--- src/rtl/pipe_ctrl_pkg.sv ---
// Shared Y86-64 constants (icodes, status codes, register IDs) and the
// performance-counter slot layout used by the pipeline control unit.
package pipe_ctrl_pkg;

  localparam int NIBBLE = 4;
  localparam int D_WORD = 64;

  // Instruction codes
  localparam logic [NIBBLE-1:0] IHALT   = 4'h0;
  localparam logic [NIBBLE-1:0] INOP    = 4'h1;
  localparam logic [NIBBLE-1:0] IRRMOVQ = 4'h2;
  localparam logic [NIBBLE-1:0] IIRMOVQ = 4'h3;
  localparam logic [NIBBLE-1:0] IRMMOVQ = 4'h4;
  localparam logic [NIBBLE-1:0] IMRMOVQ = 4'h5;
  localparam logic [NIBBLE-1:0] IOPQ    = 4'h6;
  localparam logic [NIBBLE-1:0] IJXX    = 4'h7;
  localparam logic [NIBBLE-1:0] ICALL   = 4'h8;
  localparam logic [NIBBLE-1:0] IRET    = 4'h9;
  localparam logic [NIBBLE-1:0] IPUSHQ  = 4'hA;
  localparam logic [NIBBLE-1:0] IPOPQ   = 4'hB;

  // Status codes
  localparam logic [NIBBLE-1:0] SAOK = 4'h1;
  localparam logic [NIBBLE-1:0] SHLT = 4'h2;
  localparam logic [NIBBLE-1:0] SADR = 4'h3;
  localparam logic [NIBBLE-1:0] SINS = 4'h4;

  localparam logic [NIBBLE-1:0] RNONE = 4'hF;

  // Performance counter slots
  localparam int NUM_CNT     = 5;
  localparam int CNT_CYC     = 0;
  localparam int CNT_RET     = 1;
  localparam int CNT_LU      = 2;
  localparam int CNT_MP      = 3;
  localparam int CNT_RSTALL  = 4;

  // A status that stops the machine once it reaches writeback.
  function automatic logic is_exc(input logic [NIBBLE-1:0] stat);
    return (stat == SADR) || (stat == SINS) || (stat == SHLT);
  endfunction

endpackage

--- src/rtl/pipe_ctrl_if.sv ---
// Bundle of hazard inputs and control/status outputs between the pipeline
// datapath (master) and the pipeline control unit (slave).
interface pipe_ctrl_if
  import pipe_ctrl_pkg::*;
#(
  parameter int CNT_W = 32
);

  logic              start_i;
  logic              clear_i;
  logic [NIBBLE-1:0] D_icode_i;
  logic [NIBBLE-1:0] d_srcA_i;
  logic [NIBBLE-1:0] d_srcB_i;
  logic [NIBBLE-1:0] E_icode_i;
  logic [NIBBLE-1:0] E_dstM_i;
  logic              e_Cnd_i;
  logic [NIBBLE-1:0] M_icode_i;
  logic [NIBBLE-1:0] m_stat_i;
  logic [NIBBLE-1:0] W_icode_i;
  logic [NIBBLE-1:0] W_stat_i;

  logic              F_stall_o;
  logic              D_stall_o;
  logic              D_bubble_o;
  logic              E_bubble_o;
  logic              M_bubble_o;
  logic              W_stall_o;
  logic              set_cc_o;
  logic              running_o;
  logic              halted_o;
  logic [NIBBLE-1:0] stat_o;
  logic [CNT_W-1:0]  cyc_cnt_o;
  logic [CNT_W-1:0]  ret_cnt_o;
  logic [CNT_W-1:0]  lu_cnt_o;
  logic [CNT_W-1:0]  mp_cnt_o;
  logic [CNT_W-1:0]  ret_stall_cnt_o;

  modport master (
    output start_i, clear_i, D_icode_i, d_srcA_i, d_srcB_i, E_icode_i,
           E_dstM_i, e_Cnd_i, M_icode_i, m_stat_i, W_icode_i, W_stat_i,
    input  F_stall_o, D_stall_o, D_bubble_o, E_bubble_o, M_bubble_o,
           W_stall_o, set_cc_o, running_o, halted_o, stat_o, cyc_cnt_o,
           ret_cnt_o, lu_cnt_o, mp_cnt_o, ret_stall_cnt_o
  );

  modport slave (
    input  start_i, clear_i, D_icode_i, d_srcA_i, d_srcB_i, E_icode_i,
           E_dstM_i, e_Cnd_i, M_icode_i, m_stat_i, W_icode_i, W_stat_i,
    output F_stall_o, D_stall_o, D_bubble_o, E_bubble_o, M_bubble_o,
           W_stall_o, set_cc_o, running_o, halted_o, stat_o, cyc_cnt_o,
           ret_cnt_o, lu_cnt_o, mp_cnt_o, ret_stall_cnt_o
  );

endinterface

--- src/rtl/pipe_perf_cnt.sv ---
// Bank of wrapping event counters, each with its own increment enable and a
// shared synchronous clear that takes priority over counting.
module pipe_perf_cnt #(
  parameter int CNT_W = 32,
  parameter int N     = 5
) (
  input  logic                      clk,
  input  logic                      rst,
  input  logic                      clr,
  input  logic [N-1:0]              inc,
  output logic [N-1:0][CNT_W-1:0]   cnt
);

  genvar gi;
  generate
    for (gi = 0; gi < N; gi++) begin : g_cnt
      logic [CNT_W-1:0] cnt_reg;

      always_ff @(posedge clk or posedge rst) begin
        if (rst) begin
          cnt_reg <= '0;
        end else if (clr) begin
          cnt_reg <= '0;
        end else if (inc[gi]) begin
          cnt_reg <= cnt_reg + 1'b1;
        end
      end

      assign cnt[gi] = cnt_reg;
    end
  endgenerate

endmodule

--- src/rtl/pipe_ctrl.sv ---
// Y86-64 pipeline control: combinational stall/bubble generation from hazard
// terms, an IDLE/RUN/STOP run-state machine, and performance counters.
module pipe_ctrl
  import pipe_ctrl_pkg::*;
#(
  parameter int CNT_W = 32
) (
  input  logic       clk_i,
  input  logic       rst_i,
  pipe_ctrl_if.slave bus
);

  typedef enum logic [1:0] {
    S_IDLE = 2'd0,
    S_RUN  = 2'd1,
    S_STOP = 2'd2
  } state_t;

  state_t            state_reg, state_next;
  logic [NIBBLE-1:0] stat_reg, stat_next;
  logic              cnt_clr;

  logic load_use, ret_pend, mispred, m_exc, w_exc, ret_retire;

  logic [NUM_CNT-1:0]            cnt_inc;
  logic [NUM_CNT-1:0][CNT_W-1:0] cnt;

  always_comb begin
    load_use   = ((bus.E_icode_i == IMRMOVQ) || (bus.E_icode_i == IPOPQ)) &&
                 ((bus.E_dstM_i == bus.d_srcA_i) || (bus.E_dstM_i == bus.d_srcB_i));
    ret_pend   = (bus.D_icode_i == IRET) || (bus.E_icode_i == IRET) ||
                 (bus.M_icode_i == IRET);
    mispred    = (bus.E_icode_i == IJXX) && !bus.e_Cnd_i;
    m_exc      = is_exc(bus.m_stat_i);
    w_exc      = is_exc(bus.W_stat_i);
    ret_retire = (bus.W_icode_i == IRET) && (bus.W_stat_i == SAOK);
  end

  always_ff @(posedge clk_i or posedge rst_i) begin
    if (rst_i) begin
      state_reg <= S_IDLE;
      stat_reg  <= SAOK;
    end else begin
      state_reg <= state_next;
      stat_reg  <= stat_next;
    end
  end

  // Outside RUN the pipe is frozen at fetch and flushed with bubbles; STOP
  // additionally holds W so the faulting instruction stays visible.
  always_comb begin
    state_next     = state_reg;
    stat_next      = stat_reg;
    cnt_clr        = 1'b0;
    bus.F_stall_o  = 1'b1;
    bus.D_stall_o  = 1'b0;
    bus.D_bubble_o = 1'b1;
    bus.E_bubble_o = 1'b1;
    bus.M_bubble_o = 1'b1;
    bus.W_stall_o  = 1'b0;
    bus.set_cc_o   = 1'b0;

    case (state_reg)
      S_IDLE: begin
        if (bus.start_i) begin
          state_next = S_RUN;
          cnt_clr    = 1'b1;
        end
      end

      S_RUN: begin
        bus.F_stall_o  = load_use | ret_pend;
        bus.D_stall_o  = load_use;
        // A load/use stall wins over the ret bubble so D keeps its instruction.
        bus.D_bubble_o = mispred | (!load_use & ret_pend);
        bus.E_bubble_o = mispred | load_use;
        bus.M_bubble_o = m_exc | w_exc;
        bus.W_stall_o  = w_exc;
        bus.set_cc_o   = (bus.E_icode_i == IOPQ) & !m_exc & !w_exc;
        if (w_exc) begin
          state_next = S_STOP;
          stat_next  = bus.W_stat_i;
        end
      end

      S_STOP: begin
        bus.W_stall_o = 1'b1;
        if (bus.clear_i) begin
          state_next = S_IDLE;
          stat_next  = SAOK;
        end
      end

      default: begin
        state_next = S_IDLE;
        stat_next  = SAOK;
      end
    endcase
  end

  always_comb begin
    cnt_inc             = '0;
    cnt_inc[CNT_CYC]    = 1'b1;
    cnt_inc[CNT_RET]    = ret_retire;
    cnt_inc[CNT_LU]     = load_use;
    cnt_inc[CNT_MP]     = mispred;
    cnt_inc[CNT_RSTALL] = ret_pend & !load_use;
    if (state_reg != S_RUN) begin
      cnt_inc = '0;
    end
  end

  pipe_perf_cnt #(
    .CNT_W (CNT_W),
    .N     (NUM_CNT)
  ) u_perf_cnt (
    .clk (clk_i),
    .rst (rst_i),
    .clr (cnt_clr),
    .inc (cnt_inc),
    .cnt (cnt)
  );

  assign bus.running_o       = (state_reg == S_RUN);
  assign bus.halted_o        = (state_reg == S_STOP);
  assign bus.stat_o          = stat_reg;
  assign bus.cyc_cnt_o       = cnt[CNT_CYC];
  assign bus.ret_cnt_o       = cnt[CNT_RET];
  assign bus.lu_cnt_o        = cnt[CNT_LU];
  assign bus.mp_cnt_o        = cnt[CNT_MP];
  assign bus.ret_stall_cnt_o = cnt[CNT_RSTALL];

endmodule

--- src/flat_wrapper.sv ---
// flat-port wrapper written by rule: the top's interface ports become plain ports
module pipe_ctrl_flat import pipe_ctrl_pkg::*;
#(
  parameter int CNT_W = 32
)
  (clk_i, rst_i, bus_start_i, bus_clear_i, bus_D_icode_i, bus_d_srcA_i, bus_d_srcB_i, bus_E_icode_i, bus_E_dstM_i, bus_e_Cnd_i, bus_M_icode_i, bus_m_stat_i, bus_W_icode_i, bus_W_stat_i, bus_F_stall_o, bus_D_stall_o, bus_D_bubble_o, bus_E_bubble_o, bus_M_bubble_o, bus_W_stall_o, bus_set_cc_o, bus_running_o, bus_halted_o, bus_stat_o, bus_cyc_cnt_o, bus_ret_cnt_o, bus_lu_cnt_o, bus_mp_cnt_o, bus_ret_stall_cnt_o);
  pipe_ctrl_if #(.CNT_W(CNT_W)) bus_i ();
  input  logic clk_i;
  input  logic rst_i;
  input wire logic [$bits(bus_i.start_i)-1:0] bus_start_i;
  input wire logic [$bits(bus_i.clear_i)-1:0] bus_clear_i;
  input wire logic [$bits(bus_i.D_icode_i)-1:0] bus_D_icode_i;
  input wire logic [$bits(bus_i.d_srcA_i)-1:0] bus_d_srcA_i;
  input wire logic [$bits(bus_i.d_srcB_i)-1:0] bus_d_srcB_i;
  input wire logic [$bits(bus_i.E_icode_i)-1:0] bus_E_icode_i;
  input wire logic [$bits(bus_i.E_dstM_i)-1:0] bus_E_dstM_i;
  input wire logic [$bits(bus_i.e_Cnd_i)-1:0] bus_e_Cnd_i;
  input wire logic [$bits(bus_i.M_icode_i)-1:0] bus_M_icode_i;
  input wire logic [$bits(bus_i.m_stat_i)-1:0] bus_m_stat_i;
  input wire logic [$bits(bus_i.W_icode_i)-1:0] bus_W_icode_i;
  input wire logic [$bits(bus_i.W_stat_i)-1:0] bus_W_stat_i;
  output wire logic [$bits(bus_i.F_stall_o)-1:0] bus_F_stall_o;
  output wire logic [$bits(bus_i.D_stall_o)-1:0] bus_D_stall_o;
  output wire logic [$bits(bus_i.D_bubble_o)-1:0] bus_D_bubble_o;
  output wire logic [$bits(bus_i.E_bubble_o)-1:0] bus_E_bubble_o;
  output wire logic [$bits(bus_i.M_bubble_o)-1:0] bus_M_bubble_o;
  output wire logic [$bits(bus_i.W_stall_o)-1:0] bus_W_stall_o;
  output wire logic [$bits(bus_i.set_cc_o)-1:0] bus_set_cc_o;
  output wire logic [$bits(bus_i.running_o)-1:0] bus_running_o;
  output wire logic [$bits(bus_i.halted_o)-1:0] bus_halted_o;
  output wire logic [$bits(bus_i.stat_o)-1:0] bus_stat_o;
  output wire logic [$bits(bus_i.cyc_cnt_o)-1:0] bus_cyc_cnt_o;
  output wire logic [$bits(bus_i.ret_cnt_o)-1:0] bus_ret_cnt_o;
  output wire logic [$bits(bus_i.lu_cnt_o)-1:0] bus_lu_cnt_o;
  output wire logic [$bits(bus_i.mp_cnt_o)-1:0] bus_mp_cnt_o;
  output wire logic [$bits(bus_i.ret_stall_cnt_o)-1:0] bus_ret_stall_cnt_o;
  assign bus_i.start_i = bus_start_i;
  assign bus_i.clear_i = bus_clear_i;
  assign bus_i.D_icode_i = bus_D_icode_i;
  assign bus_i.d_srcA_i = bus_d_srcA_i;
  assign bus_i.d_srcB_i = bus_d_srcB_i;
  assign bus_i.E_icode_i = bus_E_icode_i;
  assign bus_i.E_dstM_i = bus_E_dstM_i;
  assign bus_i.e_Cnd_i = bus_e_Cnd_i;
  assign bus_i.M_icode_i = bus_M_icode_i;
  assign bus_i.m_stat_i = bus_m_stat_i;
  assign bus_i.W_icode_i = bus_W_icode_i;
  assign bus_i.W_stat_i = bus_W_stat_i;
  assign bus_F_stall_o = bus_i.F_stall_o;
  assign bus_D_stall_o = bus_i.D_stall_o;
  assign bus_D_bubble_o = bus_i.D_bubble_o;
  assign bus_E_bubble_o = bus_i.E_bubble_o;
  assign bus_M_bubble_o = bus_i.M_bubble_o;
  assign bus_W_stall_o = bus_i.W_stall_o;
  assign bus_set_cc_o = bus_i.set_cc_o;
  assign bus_running_o = bus_i.running_o;
  assign bus_halted_o = bus_i.halted_o;
  assign bus_stat_o = bus_i.stat_o;
  assign bus_cyc_cnt_o = bus_i.cyc_cnt_o;
  assign bus_ret_cnt_o = bus_i.ret_cnt_o;
  assign bus_lu_cnt_o = bus_i.lu_cnt_o;
  assign bus_mp_cnt_o = bus_i.mp_cnt_o;
  assign bus_ret_stall_cnt_o = bus_i.ret_stall_cnt_o;
  pipe_ctrl #(.CNT_W(CNT_W)) u_core (.clk_i(clk_i), .rst_i(rst_i), .bus(bus_i));
endmodule
--- config.mk ---
export PLATFORM = sky130hd
export DESIGN_NAME = pipe_ctrl_flat
export DESIGN_NICKNAME = d
export VERILOG_FILES = /design/src/rtl/pipe_ctrl_pkg.sv /design/src/rtl/pipe_ctrl_if.sv /design/src/rtl/pipe_perf_cnt.sv /design/src/rtl/pipe_ctrl.sv /design/src/flat_wrapper.sv
export SDC_FILE = /design/constraint.sdc
export NUM_CORES = 1
export LEC_CHECK = 0
export CELL_PAD_IN_SITES_DETAIL_PLACEMENT = 1
export CELL_PAD_IN_SITES_GLOBAL_PLACEMENT = 2
export CORE_UTILIZATION = 32
export CTS_CLUSTER_SIZE = 24
export DETAILED_ROUTE_END_ITERATION = 8
export PLACE_DENSITY = 0.91
export SETUP_SLACK_MARGIN = 0.4
export SLEW_MARGIN = 15
export SYNTH_ARGS = -nofsm -noshare
export SYNTH_HDL_FRONTEND = slang
export SYNTH_SLANG_ARGS = --single-unit
--- constraint.sdc ---
create_clock -name clk_i -period 8.2 [get_ports clk_i]
set_clock_uncertainty 0.05 [all_clocks]
set_input_delay 1.64 -clock clk_i [delete_from_list [all_inputs] [get_ports clk_i]]
set_output_delay 1.64 -clock clk_i [all_outputs]
set_load 0.02 [all_outputs]
Word-level counts from Yosys, hierarchy flattened
Cells that the tools add are included.

word-level totals
  ROM bits = 0
  bits of input ports = 41
  word-level logic and storage cells = 93
  memories = 0
  output and inout bits = 173
  register bits after elaboration = 166
  memory bits (writable) = 0
  bits in latches = 0

operators by class
  $mul = 0
  shift operators = 0
  mux-type cells = 27
  reductions and logical operators = 23
  magnitude comparators = 0
  div/mod/pow operators = 0
  bitwise gates (word level) = 8
  add/sub/neg operators = 5
  equality and inequality tests = 23

operators by type and width
  operator                                                                  number
  32-bit two-way mux                                                        10
  32-bit by 1-bit adder with 32-bit output (second input constant)          5
  4-bit by 3-bit == test with 1-bit output (second input constant)          5
  4-bit == test (second input constant)                                     5
  4-bit by 2-bit == test with 1-bit output (second input constant)          4
  4-bit case mux with 3 select lines                                        1
  2-bit nonzero test                                                        5
  4-bit == test                                                             2
  1-bit logical OR                                                          8
  1-bit two-way mux                                                         8
  4-bit two-way mux                                                         2
  2-bit two-way mux                                                         3
  2-bit case mux with 3 select lines                                        1
  3-bit AND reduction                                                       2
  5-bit two-way mux                                                         1
  4-bit by 1-bit == test with 1-bit output (second input constant)          1
  1-bit logical NOT                                                         4
  2-bit by 1-bit inequality test with 1-bit output (second input constant)  2
  2-bit inequality test (second input constant)                             2
  1-bit OR                                                                  4
  1-bit AND                                                                 3
  1-bit logical AND                                                         3
  2-bit by 1-bit == test with 1-bit output (second input constant)          1
  2-bit == test (second input constant)                                     1
  3 further kinds                                                           3

Longest topological paths before layout
Gate-level depths: netlist of run 1.

  word-level depth = 8
  depth in mapped cells = 10
  mapped depth without buffers = 7

Modules after synthesis
A second synthesis of run 1 with hierarchy kept.

second synthesis, totals
  cells, all modules = 957
  area total of the unflattened synthesis = 9012.4 um^2

modules (own cells, without submodules)
  module         sequential area each (um^2)  instances  cells each  area each (um^2)
  pipe_perf_cnt  4003.8                       1          882         8348.0
  pipe_ctrl      151.4                        1          75          664.4

Least setup slack after synthesis of run 1
Ideal clock, no wire load.

  kind = input -> output
  start point = input bus_d_srcA_i[1]
  end point = output bus_F_stall_o
  path slack = 3.093 ns
  buffers on the path = 3
  arrival time = 3.417 ns
  data required time = 6.510 ns
  cell stages on the path = 7
  cells stage by stage = xor2_1 -> nor4_2 -> o21a_1 -> clkbuf_1 -> clkbuf_1 -> clkbuf_1 -> or3b_2

between the ends
  longest elaborated chain between the ends = 5

RTL lines
  item               line                RTL
  from (decl)        flat_wrapper.sv:13  input wire logic [$bits(bus_i.d_srcA_i)-1:0] bus_d_srcA_i;
  4-bit == test      pipe_ctrl.sv:30     ((bus.E_dstM_i == bus.d_srcA_i) || (bus.E_dstM_i == bus.d_srcB_i));
  1-bit logical OR   pipe_ctrl.sv:30
  1-bit logical AND  pipe_ctrl.sv:29     load_use = ((bus.E_icode_i == IMRMOVQ) || (bus.E_icode_i == IPOPQ)) &&
  1-bit OR           pipe_ctrl.sv:72     bus.F_stall_o = load_use | ret_pend;
  1-bit two-way mux  pipe_ctrl.sv:63     case (state_reg)
  to (decl)          flat_wrapper.sv:22  output wire logic [$bits(bus_i.F_stall_o)-1:0] bus_F_stall_o;

Every way passes these cells.

Final worst setup path of run 1
  start point = input bus_E_dstM_i[1]
  end point = output bus_D_stall_o

between the ends
  longest elaborated chain between the ends = 4
  elaborated cells between the ends (all ways) = 5
  classes of those cells = eq/ne: 2; mux: 1; reduce/logical: 2

RTL lines
  item                   line                RTL
  from (decl)            flat_wrapper.sv:16  input wire logic [$bits(bus_i.E_dstM_i)-1:0] bus_E_dstM_i;
  4-bit == test          pipe_ctrl.sv:30
  1-bit logical OR (*)   pipe_ctrl.sv:30
  1-bit logical AND (*)  pipe_ctrl.sv:29
  1-bit two-way mux (*)  pipe_ctrl.sv:63
  to (decl)              flat_wrapper.sv:23  output wire logic [$bits(bus_i.D_stall_o)-1:0] bus_D_stall_o;

Mark *: on every way between the ends. The rest lies on a longest branch, timed or not.

==> results by group, run 1 <==
Synthesis
  – Synthesis-stage register bit count: 166
  – Post-synth EDFFs: 0
  – Ys flop type: dfrtp_1
  – Post-synth ARST share: 100%
  – Synthesized instance count: 980
  – Synth warn: 0
  – Yosys cell types: 60
  – Post-Syn Area per Cell: 9.14 um^2
  – Yosys top cell by area: dfrtp_1
  – Dominant cells by area after synthesis: dfrtp_1, xnor2_1, nor2_1, a21oi_1, nand2_1
  – Most common cell in the netlist: dfrtp_1
  – Seq/Total Area, Yosys: 46.4%
  – Syn Nets: 1,030
  – Most frequent cells after synthesis: dfrtp_1, nor2_1, nand2_1
  – Top-area cell type share of the netlist area: 46.1%
  – Mapped cell area: 0.00896 mm^2

Timing
  – Worst Tran Pin Value: 1.03 ns
  – Final setup fails: 0
  – Worst relative slew slack: 31.1%
  – Slew Viols, Final: 0
  – Min cycle time layout: 5.83 ns
  – F_max: 172 MHz
  – Worst hold slack: 0.437 ns
  – Final period util: 71.0%
  – Setup TNS: 0 ns
  – RSZ-0062 raised after global routing: no
  – Final Hold Vio Count: 0

Worst setup path
  – Worst r2r src: u_core.state_reg[1]
  – CP Cell Sequence: clkdlybuf4s50_1 > xor2_1 > nor4_2 > o211ai_1 > inv_1 > clkdlybuf4s50_1
  – Worst setup SP type: primary input
  – Critical path class: primary input to output pin
  – Worst reg2reg path endpoint: u_core.u_perf_cnt.g_cnt[1].cnt_reg[28]
  – Most frequent CP cell: clkdlybuf4s50_1
  – Crit end category: output pin
  – CP max stage delay: 0.67 ns
  – R2r setup slk: 4.98 ns
  – Reg2reg path depth: 8
  – CP Data Arrival Time: 4.14 ns
  – CP max FO: 9
  – Max stage delay cell, worst path: nor4_2
  – Family with the most delay on the worst path: buffers and inverters
  – Worst EP required: 6.51 ns
  – Crit path buf inv count: 3

Route
  – Routed Antenna Nets: 0
  – WL/cell: 18.3 um
  – DRC viols: 0
  – Initial DRC count: 429
  – Via count: 8,469
  – DR vias/cell: 5.43
  – First-pass DRT Iterations: 4
  – Post-Route WL: 28,600 um

Finish
  – Non-Filler Instances: 1,560
  – Max reg flops: 160
  – Area of the multi-input gates: 0.00452 mm^2
  – Antenna Cells: 0
  – Fillers: 3,144
  – Nets: 1,226
  – Sequential cell area: 0.00416 mm^2
  – Area delta synth->final: 34.9%
  – Share of cells above drive strength 1: 4.80%

Placement
  – Placed Cells: 1,529
  – Global placer's final weighted congestion: 0.804
  – Detail Placement HPWL: 20,000 um
  – I/O Buffers: 213

CTS
  – Clock Path Buffers: 2
  – CTS H-tree depth: 4
  – Post_cts resized: 0
  – Num CTS Buffers: 17
  – CTS hold repair buffers: 0
  – CTS root buffer: clkbuf_16
  – Clk slew on worst S/H paths: 0.06 ns
  – CTS tree: built
  – Clock Latency Late Sink: 0.42 ns
  – Postcts setup bufs: 0
  – Clock sink count: 166

Die
  – Die H: 169 um
  – I/O pins: 214
  – DIE AREA: 0.0287 mm^2
  – CORE AREA: 0.0272 mm^2
  – Initial Util: 33.0%
  – Chip Width: 169 um
  – Row count: 60

Global route
  – Vias in the first global route: 8,668
  – Congestion Overflow GR: 0
  – First-pass GRT wire length: 46,600 um
  – Initial antenna violation count: 0
  – GRT Overall Usage: 20.3%
  – Largest net degree at the start of global routing: 98

Min path
  – Hold crit path type: flop to flop
  – Worst Hold Depth: 1
  – Worst min-delay path startpoint: u_core.bus.stat_o[3]
  – Worst hold endpoint: u_core.bus.stat_o[3]

Power
  – PwrDens: 182 mW/mm^2
  – Leakage: 4.56 nW
  – Power, Total: 2.21 mW
  – Peak VDD IR: 0.0866 mV

Status
  – Outcome: complete, no violations

Run
  – Max-cap violations: 0
[final cells by class]
class / count / share of cell area [%]
Multi-Input combinational cell: 738 / 37.4
Inverter: 30 / 0.973
Timing Repair Buffer: 223 / 18.3
Tap cell: 372 / 3.85
Sequential cell: 166 / 34.4
Clock inverter: 11 / 1.43
Clock buffer: 20 / 3.70
[metal layers]
layer / global-route usage [%] / up-vias / wire (um) / share of wire, %
li1: - / 3983 / - / -
met1: 26.0 / 4305 / 12800 / 45
met2: 34.9 / 159 / 14200 / 50
met3: 3.94 / 22 / 1260 / 4.4
met4: 5.29 / 0 / 337 / 1.2
met5: 0 / - / 0 / 0
[cells by family (layout without fill, tap and decap cells)]
logic type / after synthesis / count (layout) / share of synthesized area (%)
fa+ha+maj: 9 / 9 / 1.26
flops: 166 / 166 / 46.4
buf+inv: 76 / 284 / 3.34
simple gates: 467 / 467 / 28.2
mux: 12 / 12 / 1.36
compound gates: 171 / 171 / 11.7
xor+xnor: 79 / 79 / 7.73
[worst max-delay path by stage]
stage                    start                    to  slack, ns  cells past startpoint
3_5_place_dp   bus_E_dstM_i[1]         bus_D_stall_o       2.37                      6
6_report       bus_E_dstM_i[1]         bus_D_stall_o       2.37                      6
4_1_cts        bus_E_dstM_i[1]         bus_D_stall_o       2.39                      6
2_1_floorplan            rst_i  u_core.bus.stat_o[1]       2.02                      1
5_1_grt        bus_E_dstM_i[1]         bus_D_stall_o       2.22                      6
3_3_place_gp   bus_E_dstM_i[1]         bus_D_stall_o       2.46                      6
[report_power, final]
group | switching (mW) | leakage [nW] | internal, mW
Combinational | 0.316 | 1.95 | 0.149
Clock | 0.355 | 0.301 | 0.520
Sequential | 0.0247 | 2.31 | 0.841
[worst register-to-register path, cell delays in order (launching register included)]
cell and delay, ns:
dfrtp_1 0.38, inv_1 0.13, ha_1 0.17, buf_4 0.34, or3b_1 0.43, or3_4 0.46, a2111o_1 0.60, or4b_1 0.51
o21ai_0 0.08
[stage by stage]
step | setup slack [ns] | cell area [um^2] | utilization, %
floorplan | 2.02 | 8960 | -
global placement | 2.46 | 11500 | 42.2
detailed placement | 2.37 | 11500 | 42.2
CTS | 2.39 | 12100 | 44.5
global route | 2.22 | 12100 | 44.5
finish | 2.37 | 12100 | 44.5
[layout by cell type, fill, tap and decap left out, types with 4 or more instances in the layout]
| master | synthesis | layout |
|---|---|---|
| o31ai_1 | 35 | 34 |
| and2_1 | 4 | 4 |
| nand2b_1 | 10 | 10 |
| and4_1 | 10 | 10 |
| or3_1 | 33 | 33 |
| nor2_1 | 93 | 93 |
| dfrtp_1 | 165 | 165 |
| a21oi_1 | 69 | 69 |
| inv_1 | 30 | 29 |
| nor4_1 | 29 | 29 |
| bufinv_16 | 0 | 4 |
| nand2_1 | 90 | 90 |
| ha_1 | 9 | 9 |
| nor3_1 | 19 | 19 |
| or4_1 | 41 | 41 |
| nand3_1 | 56 | 56 |
| a211oi_1 | 4 | 4 |
| mux2i_1 | 11 | 11 |
| nand4_1 | 43 | 43 |
| o211ai_1 | 9 | 9 |
| clkbuf_16 | 0 | 17 |
| nor4bb_1 | 4 | 4 |
| xnor2_1 | 43 | 43 |
| and3_1 | 9 | 9 |
| o21ai_0 | 32 | 32 |
| buf_4 | 1 | 10 |
| clkdlybuf4s50_1 | 0 | 213 |
| xor2_1 | 36 | 36 |
Note: power is estimated with default switching activity, not from simulation.
==> run 2: changes to the inputs <==
--- a/config.mk
+++ b/config.mk
@@ -7,10 +7,10 @@
 export LEC_CHECK = 0
 export CELL_PAD_IN_SITES_DETAIL_PLACEMENT = 1
 export CELL_PAD_IN_SITES_GLOBAL_PLACEMENT = 2
-export CORE_UTILIZATION = 32
+export CORE_UTILIZATION = 30
 export CTS_CLUSTER_SIZE = 24
 export DETAILED_ROUTE_END_ITERATION = 8
-export PLACE_DENSITY = 0.91
+export PLACE_DENSITY = 0.86
 export SETUP_SLACK_MARGIN = 0.4
 export SLEW_MARGIN = 15
 export SYNTH_ARGS = -nofsm -noshare
==> constraint.sdc (replaced) <==
create_clock -name clk_i -period 5.7 [get_ports clk_i]
set_clock_uncertainty 0.05 [all_clocks]
set_input_delay 1.14 -clock clk_i [delete_from_list [all_inputs] [get_ports clk_i]]
set_output_delay 1.14 -clock clk_i [all_outputs]
set_load 0.02 [all_outputs]
==> run 2 against run 1 <==
  * Sequential power rose by 43%
  * Design area fell by 0.12%
  * First-iteration DRC count rose by 7.9%
  * Clock-buffer cell count fell by 1
  * Sequential share of layout area barely moved
  * Via count fell by 0.97%
  * Utilization fell by 2.9 points
  * Worst hold slack got worse by 0.010 ns
  * Total power rose by 40%
  * Flip-flop and latch count did not move
  * Critical path type unchanged
  * Highest routed layer unchanged
==> results by group, run 2 (synthesis results as in run 1) <==
Finish
  – Commonest non-fill, non-tap cell in the layout: clkdlybuf4s50_1
  – Antenna Cells: 0 (unchanged)
  – Max reg flops: 160 (unchanged)
  – Share of cells above drive strength 1: 5.04% (+0.24 points)
  – Non-Filler Instances: 1,575 (+0.96%)
  – Nets: 1,228 (+0.16%)
  – Area delta synth->final: 34.8%
  – Commonest cells after routing, fill and taps aside: clkdlybuf4s50_1, dfrtp_1, nor2_1, nand2_1, a21oi_1
  – Fin util: 41.6% (-2.9 points)

Timing
  – Worst Tran Pin Value: 1.14 ns (+0.112 ns)
  – Worst hold slack: 0.427 ns (-0.0100 ns)
  – F_max: 212 MHz
  – Setup TNS: 0 ns (unchanged)
  – Final period util: 82.7%
  – Min cycle time layout: 4.72 ns
  – RSZ-0062 raised after global routing: no
  – Final setup fails: 0 (unchanged)
  – Worst relative slew slack: 23.5% (-7.5 points)
  – Slew Viols, Final: 0 (unchanged)
  – Final Hold Vio Count: 0 (unchanged)

Die
  – Chip Width: 175 um (+3.2%)
  – CORE AREA: 0.0290 mm^2 (+6.8%)
  – Row count: 62 (+3.3%)
  – I/O pins: 214 (unchanged)
  – Die H: 175 um (+3.2%)
  – Initial Util: 30.9% (-2.1 points)
  – DIE AREA: 0.0305 mm^2 (+6.6%)

CTS
  – Clock Path Buffers: 2 (unchanged)
  – Post_cts resized: 0 (unchanged)
  – Clk slew on worst S/H paths: 0.07 ns (about the same)
  – CTS hold repair buffers: 0 (unchanged)
  – CTS tree: built
  – Num CTS Buffers: 17 (unchanged)
  – Clock sink count: 166 (unchanged)
  – Clock Latency Late Sink: 0.43 ns (about the same)
  – CTS root buffer: clkbuf_16
  – CTS H-tree depth: 4 (unchanged)
  – Postcts setup bufs: 0 (unchanged)

Power
  – Clk pwr share: 37.6% (-2.1 points)
  – Comb pwr share: 22.1% (+1.0 points)
  – Pint: 2.01 mW (+33%)
  – Leakage: 4.54 nW (-0.38%)
  – Net switching power: 1.07 mW (+54%)
  – Reg power frac: 40.3% (+1.1 points)
  – Peak VDD IR: 0.135 mV (+56%)
  – Net switching fraction of the power: 34.8% (+3.2 points)
  – PwrDens: 255 mW/mm^2 (+40%)

Placement
  – Placed Cells: 1,543 (+0.92%)
  – I/O Buffers: 213 (unchanged)
  – Detail Placement HPWL: 19,600 um (-2.2%)
  – Global placer's final weighted congestion: 0.772 (-4.0%)

Worst setup path
  – Worst setup SP type: primary input
  – Worst EP required: 4.51 ns (-2.00 ns)
  – CP Data Arrival Time: 3.53 ns (-0.61 ns)
  – CP max FO: 7 (-2)
  – Crit end category: output pin
  – Critical path class: primary input to output pin

Min path
  – Hold crit path type: flop to flop

Route
  – Routed Antenna Nets: 0 (unchanged)
  – Initial DRC count: 463 (+7.9%)
  – DR vias/cell: 5.33 (-1.9%)
  – Via count: 8,387 (-0.97%)
  – DRC viols: 0 (unchanged)
  – First-pass DRT Iterations: 4 (unchanged)
  – WL/cell: 18.1 um (-1.1%)
  – Post-Route WL: 28,500 um (-0.18%)

Global route
  – Congestion Overflow GR: 0 (unchanged)
  – GRT Overall Usage: 18.9% (-1.3 points)
  – Vias in the first global route: 8,631 (-0.43%)
  – Largest net degree at the start of global routing: 167 (+70%)
  – Initial antenna violation count: 0 (unchanged)
  – First-pass GRT wire length: 47,000 um (+1.0%)

Run
  – Max-cap violations: 0 (unchanged)

Status
  – Outcome: complete, no violations
[run 2: final cells by class]
type / count / area (um^2)
Fill cell: 3332 / 16900
Multi-Input combinational cell: 738 / 4520
Sequential cell: 166 / 4160
Timing Repair Buffer: 225 / 2230
Tap cell: 384 / 480
Clock buffer: 19 / 433
Clock inverter: 13 / 130
Inverter: 30 / 116
[run 2: critical path, stage by stage]
cell,delay (ns)
clkdlybuf4s50_1,0.46
xor2_1,0.19
nor4_2,0.66
o21ai_1,0.29
nand3_1,0.15
clkdlybuf4s50_1,0.62
[run 2: final timing paths]
kind / from / cells after the start / slack, ns / endpoint
worst min register to register: u_core.bus.stat_o[0] / 2 / 0.43 / u_core.bus.stat_o[0]
worst min-delay path: u_core.bus.stat_o[0] / 2 / 0.43 / u_core.bus.stat_o[0]
min in group asynchronous: rst_i / 3 / 1.15 / u_core.u_perf_cnt.g_cnt[4].cnt_reg[2]
max in group asynchronous: rst_i / 3 / 3.55 / u_core.u_perf_cnt.g_cnt[0].cnt_reg[2]
worst max register to register: u_core.state_reg[1] / 8 / 2.42 / u_core.u_perf_cnt.g_cnt[1].cnt_reg[28]
worst max-delay path: bus_E_dstM_i[0] / 6 / 0.98 / bus_E_bubble_o
[run 2: through the flow]
step / instance area [um^2] / worst slack, ns / total power, mW
2_1_floorplan: 8960 / 1.59 / 1.67
3_3_place_gp: 11500 / 1.02 / 1.95
3_5_place_dp: 11500 / 0.989 / 1.96
4_1_cts: 12100 / 0.986 / 3.13
5_1_grt: 12100 / 0.861 / 3.23
6_report: 12100 / 0.985 / 3.08
[run 2: power groups by stage]
| stage | clock, mW | combinational [mW] | sequential (mW) |
|---|---|---|---|
| detailed placement | 0 | 0.691 | 1.27 |
| CTS | 1.20 | 0.692 | 1.24 |
| global placement | 0 | 0.681 | 1.27 |
| global route | 1.23 | 0.746 | 1.25 |
| floorplan | 0 | 0.380 | 1.29 |
| finish | 1.16 | 0.680 | 1.24 |
[run 2: routing by layer]
metal / wire (um) / GRT usage, % / up-vias
met1: 13000 / 25.1 / 4210
met4: 307 / 4.35 / 0
met2: 13700 / 31.4 / 167
li1: - / - / 3989
met3: 1480 / 4.16 / 21
met5: 0 / 0 / -
